### src/rtl/bin_to_bcd_if.sv
// bin_to_bcd_seq_if: start/busy/done handshake plus data for the
// sequential binary-to-BCD converter.
//   start   - request a conversion (master -> slave)
//   bin_in  - binary value, WIDTH bits (master -> slave)
//   busy    - conversion in progress (slave -> master)
//   done    - one-cycle result-valid pulse (slave -> master)
//   bcd_out - packed BCD digits, ones in [3:0] (slave -> master)
interface bin_to_bcd_seq_if #(
  parameter int WIDTH  = 8,
  parameter int DIGITS = 3
);
  logic                  start;
  logic [WIDTH-1:0]      bin_in;
  logic                  busy;
  logic                  done;
  logic [4*DIGITS-1:0]   bcd_out;

  modport master (output start, output bin_in, input busy, input done, input bcd_out);
  modport slave  (input start, input bin_in, output busy, output done, output bcd_out);
endinterface

### src/rtl/bin_to_bcd_seq.sv
// bin_to_bcd_seq: sequential double-dabble binary-to-BCD converter, one
// input bit per clock. A conversion takes WIDTH+2 cycles from acceptance
// to the next possible acceptance.
//   clk   - system clock, rising edge
//   rst_n - asynchronous active-low reset
//   bus   - slave side of bin_to_bcd_seq_if (start, bin_in, busy, done, bcd_out)
module bin_to_bcd_seq #(
  parameter int WIDTH  = 8,
  parameter int DIGITS = 3
) (
  input  logic               clk,
  input  logic               rst_n,
  bin_to_bcd_seq_if.slave    bus
);

  localparam int SW = 4 * DIGITS;
  localparam int CW = $clog2(WIDTH + 1);

  typedef enum logic [1:0] {IDLE, SHIFT, DONE} state_t;

  state_t          state;
  logic [SW-1:0]   scratch;
  logic [WIDTH-1:0] bin_reg;
  logic [CW-1:0]   cnt;
  logic            busy_r;
  logic            done_r;
  logic [SW-1:0]   bcd_r;

  logic [SW-1:0]       adj;
  logic [SW+WIDTH-1:0] shifted;

  // Add-3 on every digit in parallel, then shift {scratch, bin_reg} left.
  // An adjusted digit is at most 12, so digits never carry into each other.
  always_comb begin
    adj = scratch;
    for (int unsigned i = 0; i < DIGITS; i++) begin
      if (scratch[4*i +: 4] >= 4'd5)
        adj[4*i +: 4] = scratch[4*i +: 4] + 4'd3;
    end
    shifted = {adj, bin_reg} << 1;
  end

  always_ff @(posedge clk or negedge rst_n) begin
    if (!rst_n) begin
      state   <= IDLE;
      scratch <= '0;
      bin_reg <= '0;
      cnt     <= '0;
      busy_r  <= 1'b0;
      done_r  <= 1'b0;
      bcd_r   <= '0;
    end else begin
      case (state)
        IDLE: begin
          busy_r <= 1'b0;
          done_r <= 1'b0;
          if (bus.start) begin
            bin_reg <= bus.bin_in;
            scratch <= '0;
            cnt     <= CW'(WIDTH);
            busy_r  <= 1'b1;
            state   <= SHIFT;
          end
        end
        SHIFT: begin
          scratch <= shifted[SW+WIDTH-1 -: SW];
          bin_reg <= shifted[WIDTH-1:0];
          cnt     <= cnt - 1'b1;
          if (cnt == CW'(1)) begin
            bcd_r  <= shifted[SW+WIDTH-1 -: SW];
            done_r <= 1'b1;
            state  <= DONE;
          end
        end
        DONE: begin
          done_r <= 1'b0;
          busy_r <= 1'b0;
          state  <= IDLE;
        end
        default: begin
          state  <= IDLE;
          busy_r <= 1'b0;
          done_r <= 1'b0;
        end
      endcase
    end
  end

  assign bus.busy    = busy_r;
  assign bus.done    = done_r;
  assign bus.bcd_out = bcd_r;

endmodule

### src/flat_wrapper.sv
// flat-port wrapper written by rule: the top's interface ports become plain ports
module bin_to_bcd_seq_flat 
#(
  parameter int WIDTH  = 8,
  parameter int DIGITS = 3
)
  (clk, rst_n, bus_start, bus_bin_in, bus_busy, bus_done, bus_bcd_out);
  bin_to_bcd_seq_if #(.WIDTH(WIDTH), .DIGITS(DIGITS)) bus_i ();
  input  logic clk;
  input  logic rst_n;
  input wire logic [$bits(bus_i.start)-1:0] bus_start;
  input wire logic [$bits(bus_i.bin_in)-1:0] bus_bin_in;
  output wire logic [$bits(bus_i.busy)-1:0] bus_busy;
  output wire logic [$bits(bus_i.done)-1:0] bus_done;
  output wire logic [$bits(bus_i.bcd_out)-1:0] bus_bcd_out;
  assign bus_i.start = bus_start;
  assign bus_i.bin_in = bus_bin_in;
  assign bus_busy = bus_i.busy;
  assign bus_done = bus_i.done;
  assign bus_bcd_out = bus_i.bcd_out;
  bin_to_bcd_seq #(.WIDTH(WIDTH), .DIGITS(DIGITS)) u_core (.clk(clk), .rst_n(rst_n), .bus(bus_i));
endmodule
### config.mk
export PLATFORM = sky130hd
export DESIGN_NAME = bin_to_bcd_seq_flat
export DESIGN_NICKNAME = d
export VERILOG_FILES = /design/src/rtl/bin_to_bcd_if.sv /design/src/rtl/bin_to_bcd_seq.sv /design/src/flat_wrapper.sv
export SDC_FILE = /design/constraint.sdc
export NUM_CORES = 1
export LEC_CHECK = 0
export ABC_AREA = 0
export CORE_MARGIN = 2
export CORE_UTILIZATION = 30
export CTS_CLUSTER_DIAMETER = 200
export DETAILED_ROUTE_END_ITERATION = 10
export GPL_ROUTABILITY_DRIVEN = 0
export PLACE_DENSITY = 0.56
export SETUP_SLACK_MARGIN = 0.4
export SKIP_CTS_REPAIR_TIMING = 1
export SYNTH_ARGS = -nofsm -noshare
export SYNTH_HDL_FRONTEND = slang
export SYNTH_SLANG_ARGS = --single-unit
### constraint.sdc
create_clock -name clk -period 1.5 [get_ports clk]
set_clock_uncertainty 0.15 [all_clocks]
set_input_delay 0.15 -clock clk [delete_from_list [all_inputs] [get_ports clk]]
set_output_delay 0.15 -clock clk [all_outputs]
set_load 0.005 [all_outputs]
==> flow_metrics.tcl <==
set metrics [dict create \
    startpoint_type "register" \
    cp.arrival_ns 1.69 \
    path_clk_slew_ns 0.08 \
    place_ws_ns -0.1503 \
    drc 0 \
    synthMuxAreaShare_pct 3.777 \
    synth_area_um2 1888 \
    cp_num_buf_inv 1 \
    crit_required_ns 1.58 \
    yosysWarningCount 0 \
    die-area_um2 6944 \
    reg2reg_slack_ns -0.11 \
    rsz0062_at_grt "true" \
    status "complete, but fails checks" \
    hp-class "in -> async" \
    finalCriticalPeriod_ns 1.614 \
    routed_via_density 4.794 \
    rows 28 \
    mostFrequentLayoutCell "dfrtp_1" \
    layout_setup_ws_ns -0.1139 \
    grt_overflow 0 \
    grt_usage_pct 12.86 \
    grt_max_degree 41 \
    fmax_mhz 619.6 \
    critPathSlowestCell "dfrtp_1" \
    placedCellCount 300 \
    drive_above_1_share_pct 62.12 \
    fin_crit_sh_pct 107.6 \
    drt_iter0_drc 51 \
    vias 1625 \
    drt_wl_total_um 4848 \
    grt_pass1_vias 1500 \
    clock_latency_ns 0.30 \
    rr_endpoint "u_core.bus.bcd_out[10]" \
    h-tree-depth 2 \
    ff2ff_path_depth 6 \
    synth_area_per_cell_um2 10.43 \
    worst_slew_pin_slew_ns 0.3100 \
    yosys.area_share.simple_pct 13.59 \
    cts-root-buf "clkbuf_8" \
    die_h_um 83.33 \
    dp_hpwl_um 2863 \
    synth-compound-area-share_pct 18.56 \
    p_per_area_nw_per_um2 2269 \
    core_area_um2 5991 \
    fin_cells 339 \
    slew_viol_final 0 \
    cp_top_family "flip-flops" \
    rr_startpoint "u_core.scratch[8]" \
    wl_per_cell_um 14.30 \
    final_core_util_pct 52.61 \
    diodes 0 \
    cts_tree "built" \
    synth_top_family_by_area "compound AO/OA/AOI/OAI gates" \
    dpl_cell_area_um2 2566 \
    antenna_found_initial 0 \
    path_class "reg -> reg" \
    synthAdderAreaFrac_pct 5.302 \
    grt_pass1_wl_um 7231 \
    final_nets 282 \
    path_cells "inv_1 > ha_4 > nand2b_4 > a21oi_4 > mux2_4 > o21ai_2" \
    netlist_instances 181 \
    peakVddDrop_mv 0.8333 \
    port_buffers 24 \
    synth-seq-area-share_pct 53.02 \
    power.leakage_uw 0.001429 \
    drv_cap 0 \
    clk_path_buf_depth 2 \
    synth_seq_cells 40 \
    hold_violations 0 \
    initial_core_util_pct 31.52 \
    detail-route-antenna-nets 0 \
    cpPeakStageDelay_ns 0.42 \
    dr.pass1.iters 4 \
    synth-xor-area-share_pct 1.392 \
    cts_sinks 40 \
    numCtsBuffers 5 \
    io_pins 25 \
    layout_common_cells "dfrtp_1 (37), buf_4 (36), o21ai_2 (17)" \
    setup_violations 18 \
    synth_cell_types 30 \
    die_w_um 83.33 \
    violations "negative setup slack" \
    cp_max_fo 4 \
    end_kind "register" \
    synth_nets 200 \
    syn2layout_area_growth_pct 66.93 \
    max-slew-margin-rel_pct 79.25 \
    fin_area_um2 3152 \
]
## per-layer routing
layer  part of all wire, %  GRT usage [%]  vias to the layer above
met1                    47          17.05                      787
met5                     0              0                        -
met3                   3.5          3.280                        4
met2                    49          20.82                       27
li1                      -              -                      807
met4                  0.66          3.577                        0
## stage by stage
stage          hold WS (ns)  power (uW)  setup TNS, ns
5_1_grt              0.2303        7663         -2.164
3_5_place_dp      -0.005749        5196         -1.702
2_1_floorplan       -0.2956        3983        -0.4764
3_3_place_gp      -0.007575        5140         -1.446
6_report             0.1922        7152        -0.8751
4_1_cts             -0.3250        5970        -0.8289
## layout make-up
type | instances | area (um^2)
multi-input cells | 126 | 1206
well taps | 75 | 93.84
repair buffers | 80 | 706.9
fillers | 517 | 2839
flip-flops and latches | 40 | 1005
inverters | 10 | 50.05
clock buffers | 8 | 90.09
## where the power goes
group / internal [uW] / switching [uW]
Sequential: 1570 / 501
Combinational: 2440 / 1880
Clock: 376 / 381
## logic make-up after synthesis
family / count (synthesis)
DFF: 40
xor gates and xnor gates: 3
muxes: 6
adders and majority gates: 8
AOI/OAI and AO/OA: 58
buffers and inverters: 17
and+or+nand+nor: 49
## how the worst max path moves through the flow
stage	cells past startpoint	start	slack [ns]	endpoint
3_3_place_gp	4	bus_start	-0.14	u_core.bin_reg[3]
2_1_floorplan	6	u_core.cnt[1]	-0.13	u_core.bus.bcd_out[9]
6_report	6	u_core.scratch[8]	-0.11	u_core.bus.bcd_out[10]
3_5_place_dp	4	bus_start	-0.15	u_core.bin_reg[3]
4_1_cts	6	u_core.scratch[9]	-0.11	u_core.bus.bcd_out[10]
5_1_grt	6	u_core.scratch[8]	-0.18	u_core.bus.bcd_out[10]
## cells in the mapped netlist
cell type	count	area, um^2
a21oi_1	11	55.05
a22o_1	3	26.28
a22oi_1	7	52.55
a31oi_1	3	18.77
a32o_1	1	10.01
and2b_4	1	10.01
buf_2	2	10.01
buf_4	1	7.510
buf_6	1	11.26
clkbuf_1	3	11.26
clkinv_4	1	8.760
dfrtp_1	40	1001
ha_1	8	100.1
inv_1	9	33.78
mux2_2	5	56.30
mux2_4	1	15.01
nand2_1	26	97.59
nand2_4	1	11.26
nand2b_1	4	25.02
nand3_1	1	5.000
nor2_1	4	15.01
nor2b_1	2	12.51
nor3_1	4	20.02
nor3b_1	2	15.01
nor3b_4	1	18.77
o21ai_0	26	130.1
o21ai_1	1	5.000
o21ai_2	6	52.55
or3b_2	3	26.28
xnor2_1	3	26.28
## tightest hold or removal path, stage by stage
cell           delay, ns
dlygate4sd3_1       0.52
buf_2               0.12
buf_12              0.23
Note: power is estimated with default switching activity, not from simulation.
